--- src/rtl/tick_gen_multi_pkg.sv ---
// Shared constants and helpers for the multi-channel tick generator.
package tick_gen_multi_pkg;

  localparam int DEF_PREDIV = 23;
  localparam int DEF_CNT_W  = 17;
  localparam int DIV_MIN    = 1;

  // Low bit of channel ch's field inside the packed tap-select bus.
  function automatic int tap_lo(input int ch, input int tap_w);
    return ch * tap_w;
  endfunction

endpackage

--- src/rtl/tick_gen_multi_tick_chan.sv ---
// One tick channel: tap mux, level register and edge strobes with tap-change suppression.
// Falling-edge strobe is built only when TICKGEN_FALL_EN is defined.
module tick_chan
  import tick_gen_multi_pkg::*;
#(
  parameter int CNT_W = DEF_CNT_W,
  parameter int TAP_W = 5
) (
  input  logic             clk,
  input  logic             reset,
  input  logic             clear,
  input  logic [CNT_W-1:0] cnt,
  input  logic [TAP_W-1:0] tap,
  output logic             tick,
  output logic             lvl,
  output logic             tick_fall
);

  logic             sel;
  logic             changed;
  logic             lvl_d, lvl_q;
  logic             tick_d, tick_q;
  logic [TAP_W-1:0] tap_d, tap_q;

  // Taps at or beyond CNT_W match no counter bit, so the channel reads 0.
  always_comb begin
    sel = 1'b0;
    for (int b = 0; b < CNT_W; b++) begin
      if (32'(tap) == b) sel = cnt[b];
    end
    changed = (tap != tap_q);
    tap_d   = tap;
    lvl_d   = clear ? 1'b0 : sel;
    tick_d  = (clear || changed) ? 1'b0 : (sel & ~lvl_q);
  end

  always_ff @(posedge clk) begin
    tap_q <= tap_d;
    if (reset) begin
      lvl_q  <= 1'b0;
      tick_q <= 1'b0;
    end else begin
      lvl_q  <= lvl_d;
      tick_q <= tick_d;
    end
  end

  assign tick = tick_q;
  assign lvl  = lvl_q;

`ifdef TICKGEN_FALL_EN
  logic fall_d, fall_q;

  always_comb begin
    fall_d = (clear || changed) ? 1'b0 : (~sel & lvl_q);
  end

  always_ff @(posedge clk) begin
    if (reset) fall_q <= 1'b0;
    else       fall_q <= fall_d;
  end

  assign tick_fall = fall_q;
`else
  assign tick_fall = 1'b0;
`endif

endmodule

--- src/rtl/tick_gen_multi.sv ---
// Prescaler + free-running counter feeding NCH tap-selected tick channels.
// Define TICKGEN_FALL_EN to build the falling-edge strobes on tick_fall.
module tick_gen_multi
  import tick_gen_multi_pkg::*;
#(
  parameter int PREDIV = DEF_PREDIV,
  parameter int PRE_W  = 8,
  parameter int CNT_W  = DEF_CNT_W,
  parameter int NCH    = 3,
  parameter int TAP_W  = 5
) (
  input  logic                 clk,
  input  logic                 reset,
  input  logic [PRE_W-1:0]     div_in,
  input  logic                 div_load,
  input  logic                 sync,
  input  logic [NCH*TAP_W-1:0] tap_sel,
  output logic [NCH-1:0]       tick,
  output logic [NCH-1:0]       lvl,
  output logic [NCH-1:0]       tick_fall
);

  logic [PRE_W-1:0] div_d, div_q;
  logic [PRE_W-1:0] pre_cnt_d, pre_cnt_q;
  logic [PRE_W-1:0] div_eff;
  logic [PRE_W-1:0] reload;
  logic [CNT_W-1:0] cnt_d, cnt_q;
  logic             ce;

  // Reload always uses the registered divisor, so a load mid-period only
  // takes effect at the following reload (including a same-cycle sync).
  always_comb begin
    div_eff   = (div_q < PRE_W'(DIV_MIN)) ? PRE_W'(DIV_MIN) : div_q;
    reload    = div_eff - PRE_W'(1);
    ce        = (pre_cnt_q == '0);
    div_d     = div_load ? div_in : div_q;
    pre_cnt_d = pre_cnt_q - PRE_W'(1);
    cnt_d     = cnt_q;
    if (sync) begin
      pre_cnt_d = reload;
      cnt_d     = '0;
    end else if (ce) begin
      pre_cnt_d = reload;
      cnt_d     = cnt_q + CNT_W'(1);
    end
  end

  always_ff @(posedge clk) begin
    if (reset) begin
      div_q     <= PRE_W'(PREDIV);
      pre_cnt_q <= PRE_W'(PREDIV - 1);
      cnt_q     <= '0;
    end else begin
      div_q     <= div_d;
      pre_cnt_q <= pre_cnt_d;
      cnt_q     <= cnt_d;
    end
  end

  for (genvar i = 0; i < NCH; i++) begin : g_chan
    tick_chan #(
      .CNT_W (CNT_W),
      .TAP_W (TAP_W)
    ) u_chan (
      .clk       (clk),
      .reset     (reset),
      .clear     (sync),
      .cnt       (cnt_q),
      .tap       (tap_sel[tap_lo(i, TAP_W) +: TAP_W]),
      .tick      (tick[i]),
      .lvl       (lvl[i]),
      .tick_fall (tick_fall[i])
    );
  end

endmodule

--- config.mk ---
export PLATFORM = sky130hd
export DESIGN_NAME = tick_gen_multi
export DESIGN_NICKNAME = d
export VERILOG_FILES = /design/src/rtl/tick_gen_multi_pkg.sv /design/src/rtl/tick_gen_multi_tick_chan.sv /design/src/rtl/tick_gen_multi.sv
export SDC_FILE = /design/constraint.sdc
export NUM_CORES = 1
export LEC_CHECK = 0
export CAP_MARGIN = 20
export CORE_ASPECT_RATIO = 1.25
export CORE_MARGIN = 3
export CORE_UTILIZATION = 57
export DETAILED_ROUTE_END_ITERATION = 8
export MAX_ROUTING_LAYER = met4
export PLACE_DENSITY = 0.82
export SETUP_SLACK_MARGIN = 0.3
export SYNTH_ARGS = -nofsm -noshare
export SYNTH_HDL_FRONTEND = slang
export SYNTH_SLANG_ARGS = --single-unit
--- constraint.sdc ---
create_clock -name clk -period 3.2 [get_ports clk]
set_input_delay 0.64 -clock clk [delete_from_list [all_inputs] [get_ports clk]]
set_output_delay 0.64 -clock clk [all_outputs]
set_load 0.02 [all_outputs]
==> Word-level counts from Yosys, hierarchy flattened <==
Cells that the tools add are included.
{ "totals": {"romBits": 0, "latchBits": 0, "mem_bits_rw": 0, "n_memories": 0, "inputBits": 27, "reg_bits": 54} }
{ "classes": {"add_sub_neg": 3, "div_mod_pow": 0, "order_cmp": 1, "n_reduce_logical": 11, "n_mul": 0, "eq_ne": 51, "n_bitwise": 6, "shift": 0, "mux": 54} }
{ "op_table": {"columns": ["operator", "count"], "rows": [
  ["equality test 5 x 4 -> 1 bit, second input constant", 24],
  ["equality test 5 x 3 -> 1 bit, second input constant", 12],
  ["2-to-1 mux 1 bit", 51],
  ["equality test 5 x 2 -> 1 bit, second input constant", 6],
  ["2-to-1 mux 8 bit", 3],
  ["adder 17 x 1 -> 17 bit, second input constant", 1],
  ["subtractor 8 x 1 -> 8 bit, second input constant", 2],
  ["equality test 5 x 1 -> 1 bit, second input constant", 3],
  ["equality test 5 bit, second input constant", 3],
  ["zero test 5 bit", 3],
  ["!= test 5 bit", 3],
  ["zero test 8 bit", 1],
  ["< comparator 8 x 1 -> 1 bit, second input constant", 1],
  ["OR reduction 2 bit", 4],
  ["bitwise AND 1 bit", 3],
  ["logical OR 1 bit", 3],
  ["NOT 1 bit", 3]
]} }

==> Logic depth before layout (Yosys ltp) <==
Gate-level depths: netlist of the first run.
{ "logic_depth": {"ltp_word": 19, "mapped_depth": 8} }

==> By module <==
Synthesis of the first run repeated with hierarchy kept, for this count alone.
{ "hier_totals": {"cells_unflattened": 357, "area_unflattened_um2": 3151.8} }
{ "by_module_without_submodules": {"columns": ["module", "n_inst", "seq_area_each_um2", "cells_each", "area_per_inst_um2"], "rows": [
  ["tick_gen_multi", 1, 660.6, 192, 1657.8],
  ["tick_chan", 3, 140.1, 55, 498.0]
]} }

==> Worst setup path before layout of the first run <==
No wires, ideal clock.
{ "synth_timing": {"path_kind": "input -> register", "startpoint": "in sync", "endpoint": "reg g_chan[2].u_chan.tick_q", "path_slack_ps": 1052, "n_path_buf": 1, "required_ps": 3113, "t_arrival_ps": 2061, "setup_ps": 87, "stages": 5, "cell_sequence": "or2_1 > buf_6 > or4_4 > o41ai_2 > nor4b_4"} }
{ "synth_via": {"elab_chain_len": 2} }
{ "synth_rtl": {"columns": ["element", "line_no", "source"], "rows": [
  ["start: declaration", "tick_gen_multi.sv:16", "input logic sync,"],
  ["logical OR 1 bit", "tick_gen_multi_tick_chan.sv:34", "tick_d = (clear || changed) ? 1'b0 : (sel & ~lvl_q);"],
  ["OR reduction 2 bit (no line)", null, null],
  ["end signal: assignment", "tick_gen_multi_tick_chan.sv:44", "tick_q <= tick_d;"],
  ["end: declaration", "tick_gen_multi_tick_chan.sv:22", "logic tick_d, tick_q;"]
]} }
No other way between the ends.
A chain may end at the register's enable or synchronous reset.

==> Worst setup path in the final report of the first run <==
{ "layout_timing": {"startpoint": "in tap_sel[10]", "endpoint": "reg g_chan[2].u_chan.tick_q"} }
{ "layout_via": {"elab_chain_len": 19} }
{ "layout_rtl": {"columns": ["element", "line_no", "source"], "rows": [
  ["start: declaration", "tick_gen_multi.sv:17", "input logic [NCH*TAP_W-1:0] tap_sel,"],
  ["zero test 5 bit", "tick_gen_multi_tick_chan.sv:29", "if (32'(tap) == b) sel = cnt[b];"],
  ["2-to-1 mux 1 bit (17 in series)", "tick_gen_multi_tick_chan.sv:29", null],
  ["bitwise AND 1 bit", "tick_gen_multi_tick_chan.sv:34", null]
]} }
Several ways; a longest one is shown, not always the timed one.

==> metrics.md, run 1 <==
| Metric | Value |
|---|---|
| Status | `complete, no violations` |
| Number of diodes | `0` |
| CTS HTree Levels | `2` |
| Via density | `5.81` |
| Reg-to-reg startpoint | `pre_cnt_q[0]` |
| Slew headroom | `0.614` |
| CP Capture Type | `flop` |
| Cts hold-fix bufs | `0` |
| Post-route ant nets | `0` |
| Area delta synth->final | `13.1%` |
| DRT iter0 DRCs | `130` |
| Clock Tree Buf Depth | `2` |
| Row count | `28` |
| Worst Path Required | `roughly 3.4 ns` |
| Clock root buffer | `clkbuf_8` |
| Power per cell area | `385 mW/mm^2` |
| Final Net Count | `372` |
| Post-CTS Setup Inserts | `0` |
| Startpoint Class | `input port` |
| DP Wirelength | `4460 um` |
| Fmax | `395 MHz` |
| Crit path time final | `2.53 ns` |
| Pre-Repair DR Iteration Count | `4` |
| Top cells by area, synth | `dfxtp_1 37%, xnor2_1 8.2%, mux2i_1 6.2%` |
| Dpl ws | `0.344 ns` |
| DRC violations left | `0` |
| Avg Cell Area, Syn | `9.04 um^2` |
| Peak supply drop | `between 0.0002 and 0.00025 V` |
| Total power | `1260 uW` |
| Final instance area | `0.00326 mm^2` |
| Setup violations, final | `0` |
| Hold Crit Start | `g_chan[1].u_chan.lvl` |
| Max-slew violation count | `0` |
| Mapped Cells | `319` |
| Pin slew with the least headroom to its limit | `0.577 ns` |
| Final wirelength | `6030 um` |
| Area leader, netlist | `dfxtp_1` |
| Die Footprint | `0.00596 mm^2` |
| Post-CTS Resized | `0` |
| Most frequent cells in the layout | `54 x dfxtp_1, 36 x nor2_1, 32 x clkdlybuf4s50_1, 27 x xnor2_1, 24 x nand2_1` |
| CTS tree | `built` |
| Initial antenna violation count | `0` |
| DIE WIDTH | `~70 um` |
| Vias in the first global route | `between 2,000 and 2,500` |
| GRT overflow | `0` |
| Flop-to-flop setup slack | `between 1 and 1.5 ns` |
| Post-Route Setup TNS | `0 ns` |
| Worst r2r path cells | `6` |
| Detailed-route via count | `2,335` |
| Syn Std Cell Area | `0.00289 mm^2` |
| I/O pins | `36` |
| Worst Hold Depth | `1` |
| Dpl cell area | `roughly 0.0032 mm^2` |
| Max Fanout on Critical Path | `11` |
| Total Routing Usage GR | `0.221` |
| Yosys cell types | `50` |
| Hold WC Path Type | `reg2reg` |
| Pleak | `around 0.0011 uW` |
| Final hold violations | `0` |
| Final setup margin | `0.668 ns` |
| RSZ-0062 raised after global routing | `no` |
| Die Span Y | `85.5 um` |
| Top FF cell, synth | `dfxtp_1` |
| Clk pin slew, worst setup/hold paths | `~0.090 ns` |
| Initial Util | `0.601` |
| Setup CP Type | `in2reg` |
| Worst Skew | `0.00933 ns` |
| I/O Buffers | `32` |
| First-pass GRT wire length | `10,500 um` |
| Post-synth EDFFs | `0` |
| Post-synthesis sequential area ratio | `0.375` |
| Core ar. | `0.00480 mm^2` |
| Most common cell after layout, fill and taps aside | `dfxtp_1` |
| Final Util | `0.680` |
| Latest clock arrival within the worst-skew pair | `0.31 ns` |
| Synth async-reset ratio | `0` |
| Max cap viols | `0` |
| Ratio of cells with drive above 1 in the final layout | `0.0673` |
| Yosys reg bits | `54` |
| Top-area cell type share of the netlist area | `0.375` |
| Pin count of the biggest net entering global routing | `19` |
| Worst setup startpoint | `tap_sel[10]` |
| Final period util | `0.791` |
| Num CTS Buffers | `5` |
| # clock sinks | `between 50 and 60` |
| Placer Congestion | `0.919` |
| Yosys warning count | `0` |
| WL per Instance | `~15 um` |
| Crit path DAT | `between 2 and 3 ns` |
synthesized netlist by cell type, types with 2 or more instances:
| library cell | number |
|---|---|
| or3_1 | 6 |
| nand2b_1 | 4 |
| buf_4 | 10 |
| nor4_1 | 3 |
| mux2i_1 | 18 |
| nor2_1 | 36 |
| o21ai_0 | 13 |
| inv_1 | 11 |
| buf_6 | 2 |
| ha_1 | 4 |
| clkbuf_1 | 10 |
| nor3b_1 | 5 |
| o211ai_1 | 2 |
| mux4_2 | 4 |
| xnor2_1 | 27 |
| nand4_1 | 7 |
| nand2_1 | 24 |
| dfxtp_1 | 54 |
| a211oi_1 | 6 |
| mux2_2 | 2 |
| o31a_1 | 2 |
| nor4b_1 | 2 |
| and4_1 | 2 |
| and2_1 | 4 |
| a21oi_1 | 11 |
| nand3_1 | 8 |
| xor2_1 | 8 |
| nand3b_1 | 2 |
| nor3_1 | 11 |
stage by stage:
step / cells / hold slack [ns]
detailed placement: 394 / 0.429
CTS: 402 / 0.437
finish: 402 / 0.440
global placement: 394 / 0.419
global route: 402 / 0.448
floorplan: 321 / 0.400
cell families after synthesis:
group	count (synthesis)	synth area share
compound gates	44	0.101
buf+inv	34	0.0629
mux	26	0.116
fa+ha+maj	4	0.0173
flops	54	0.375
simple gates	121	0.220
xor+xnor	35	0.106
other cells	1	0.00130
state kept, by name, indices dropped and copies added (netlist names):
name	count
cnt_q	17
g_chan.u_chan.tap_q	15
div_q	8
pre_cnt_q	8
g_chan.u_chan.lvl	3
g_chan.u_chan.tick	3
path summary, 6_finish.rpt:
check	end
setup / recovery	g_chan[2].u_chan.tick
hold / removal	g_chan[1].u_chan.tick
setup reg to reg	cnt_q[5]
hold reg to reg	g_chan[1].u_chan.tick
where the power goes:
group	switching [uW]	internal [uW]
logic	81.2	83.9
registers	18.7	696
clock network	223	155
cell type report:
type | count | area (um^2)
Tap cell | 60 | 75.1
Timing Repair Buffer | 36 | 350
Clock inverter | 2 | 13.8
Clock buffer | 6 | 72.6
Fill cell | 418 | 1540
Sequential cell | 54 | 1080
Multi-Input combinational cell | 233 | 1630
Inverter | 11 | 41.3
critical path, cell delays in order:
cell,delay [ns]
clkdlybuf4s50_1,0.76
mux2_2,0.24
nor3_1,0.05
or4_4,0.42
o41ai_2,0.39
nor4b_4,0.24
metal layers:
layer,vias up,GRT usage,part of all wire
li1,1159,-,-
met1,1098,0.235,0.39
met2,63,0.404,0.54
met3,15,0.0352,0.041
met4,0,0.0976,0.031
met5,-,-,0
Note: power is estimated with default switching activity, not from simulation.
==> run 2: changes to the inputs <==
--- a/config.mk
+++ b/config.mk
@@ -8,10 +8,10 @@
 export CAP_MARGIN = 20
 export CORE_ASPECT_RATIO = 1.25
 export CORE_MARGIN = 3
-export CORE_UTILIZATION = 57
+export CORE_UTILIZATION = 55
 export DETAILED_ROUTE_END_ITERATION = 8
 export MAX_ROUTING_LAYER = met4
-export PLACE_DENSITY = 0.82
+export PLACE_DENSITY = 0.79
 export SETUP_SLACK_MARGIN = 0.3
 export SYNTH_ARGS = -nofsm -noshare
 export SYNTH_HDL_FRONTEND = slang
==> constraint.sdc (replaced) <==
create_clock -name clk -period 2.5 [get_ports clk]
set_input_delay 0.5 -clock clk [delete_from_list [all_inputs] [get_ports clk]]
set_output_delay 0.5 -clock clk [all_outputs]
set_load 0.02 [all_outputs]
==> metrics.md, run 2 (synthesis results as in run 1) <==
| Metric | Value |
|---|---|
| Status | `complete, no violations` |
| CTS tree | `built` |
| GRT busiest layer | `met2` |
| Slowest CP cell | `or4_4` |
| Worst Path Required | `2.73 ns (-0.69 ns)` |
| Top Registers | `cnt_q: 17 flops, g_chan.u_chan.tap_q: 15 flops` |
| I/O Buffers | `32 (unchanged)` |
| Power per cell area | `476 mW/mm^2 (+24%)` |
| DP Wirelength | `4510 um (+1.3%)` |
| Initial Util | `0.588 (-0.0129)` |
| Initial antenna violation count | `0 (unchanged)` |
| Post-route ant nets | `0 (unchanged)` |
| Crit path cell chain | `clkdlybuf4s50_1 -> or2_1 -> or4_4 -> o41ai_4 -> nor4b_4` |
| Clock root buffer | `clkbuf_8` |
| Crit path time final | `2.12 ns` |
| DIE WIDTH | `70.8 um (+1.6%)` |
| RSZ-0062 raised after global routing | `no` |
| Worst Skew | `0.00997 ns (+0.000637 ns)` |
| CTS HTree Levels | `2 (unchanged)` |
| Number of diodes | `0 (unchanged)` |
| Startpoint Class | `input port` |
| Pleak | `0.00121 uW (+6.4%)` |
| Num CTS Buffers | `5 (unchanged)` |
| Area delta synth->final | `16.9%` |
| First-pass GRT wire length | `10,600 um (+1.1%)` |
| Max-slew violation count | `0 (unchanged)` |
| Via density | `5.68 (-2.1%)` |
| Fmax | `471 MHz` |
| Hold WC Path Type | `reg2reg` |
| Max reg flops | `17 (unchanged)` |
| Peak supply drop | `0.000342 V (+39%)` |
| Final Util | `0.688 (+0.00762)` |
| Cts hold-fix bufs | `0 (unchanged)` |
| Top reg by flops | `cnt_q` |
| Post-Route Setup TNS | `0 ns (unchanged)` |
| Slowest stage delay, CP | `0.54 ns (-0.22 ns)` |
| DRT iter0 DRCs | `99 (-24%)` |
| Die Footprint | `0.00616 mm^2 (+3.3%)` |
| Row count | `28 (unchanged)` |
| Hold WS | `0.454 ns (+0.0137 ns)` |
| Setup violations, final | `0 (unchanged)` |
| Latest clock arrival within the worst-skew pair | `0.31 ns (about the same)` |
| Met1 usage | `0.241 (+0.00582)` |
| Final wirelength | `6020 um (-0.27%)` |
| Placed cell count | `406 (+3.0%)` |
| Crit path DAT | `2.35 ns (-0.41 ns)` |
| Final Net Count | `386 (+3.8%)` |
| Met2 usage | `0.397 (-0.00618)` |
| Final non-filler cell total | `415 (+3.2%)` |
| Core ar. | `0.00490 mm^2 (+2.2%)` |
| Detailed-route via count | `2,359 (+1.0%)` |
| Clock Tree Buf Depth | `2 (unchanged)` |
| Pre-Repair DR Iteration Count | `4 (unchanged)` |
| Most common cell after layout, fill and taps aside | `dfxtp_1` |
| Clk pin slew, worst setup/hold paths | `0.09 ns (about the same)` |
| WL per Instance | `14.5 um (-3.4%)` |
| GR Layer Usage met3 | `0.0335 (-0.00168)` |
| Total power | `1610 uW (+28%)` |
| CP Capture Type | `flop` |
| Setup CP Type | `in2reg` |
| Placer Congestion | `0.869 (-5.5%)` |
| Pin count of the biggest net entering global routing | `19 (unchanged)` |
| DRC violations left | `0 (unchanged)` |
| Max Fanout on Critical Path | `2 (-9)` |
| # clock sinks | `54 (unchanged)` |
| Final period util | `0.849` |
| Max cap viols | `0 (unchanged)` |
| Total Routing Usage GR | `0.216 (-0.00472)` |
| Most frequent cells in the layout | `54 x dfxtp_1, 35 x nor2_1, 30 x clkdlybuf4s50_1, 27 x xnor2_1, 24 x nand2_1` |
| Die Span Y | `87.0 um (+1.7%)` |
| I/O pins | `36 (unchanged)` |
| Final hold violations | `0 (unchanged)` |
| Ratio of cells with drive above 1 in the final layout | `0.107 (+0.0398)` |
| Vias in the first global route | `2,315 (+1.3%)` |
| GRT overflow | `0 (unchanged)` |
==> run 2: final timing paths <==
path | cells past startpoint | from | to | slack (ns)
setup reg to reg | 5 | cnt_q[13] | g_chan[2].u_chan.tick | 0.52
hold reg to reg | 1 | g_chan[1].u_chan.lvl | g_chan[1].u_chan.tick | 0.45
hold / removal | 1 | g_chan[1].u_chan.lvl | g_chan[1].u_chan.tick | 0.45
setup / recovery | 5 | sync | g_chan[2].u_chan.tick | 0.38
==> run 2: area by class of cell <==
class                      instances  area (um^2)
clock inverter                     2         10.0
sequential                        54         1080
fill                             415         1530
timing repair buffer              50          453
clock buffer                       5         68.8
tap                               60         75.1
multi-input combinational        233         1640
inverter                          11         41.3
==> run 2: worst max-delay path, delay by kind of cell <==
family	cells	cell delay (ns)
simple gates	3	1.05
buf+inv	1	0.41
compound gates	1	0.39
==> run 2: routing by layer <==
metal	part of all wire	vias to the layer above
met3	0.042	9
li1	-	1186
met5	0	-
met1	0.41	1113
met4	0.017	0
met2	0.53	51
==> run 2: metrics by stage <==
| stage | instance area [um^2] | worst slack (ns) |
|---|---|---|
| 2_1_floorplan | 2890 | 0.492 |
| 3_3_place_gp | 3270 | 0.00363 |
| 3_5_place_dp | 3270 | -0.0587 |
| 4_1_cts | 3360 | 0.370 |
| 5_1_grt | 3370 | 0.311 |
| 6_report | 3370 | 0.377 |
==> run 2: where the power goes <==
| part | internal, uW | total [uW] | switching (uW) | leakage (uW) |
|---|---|---|---|---|
| combinational | 118 | 226 | 108 | 0.000722 |
| clock | 189 | 466 | 277 | 0.0000438 |
| sequential | 891 | 914 | 22.7 | 0.000444 |
==> run 2: timing repair <==
action                                  in CTS  in global routing
pin swaps                                    0                  1
endpoints found under the setup margin       1                  3
gates resized for setup                      4                  0
setup buffers                                0                  2
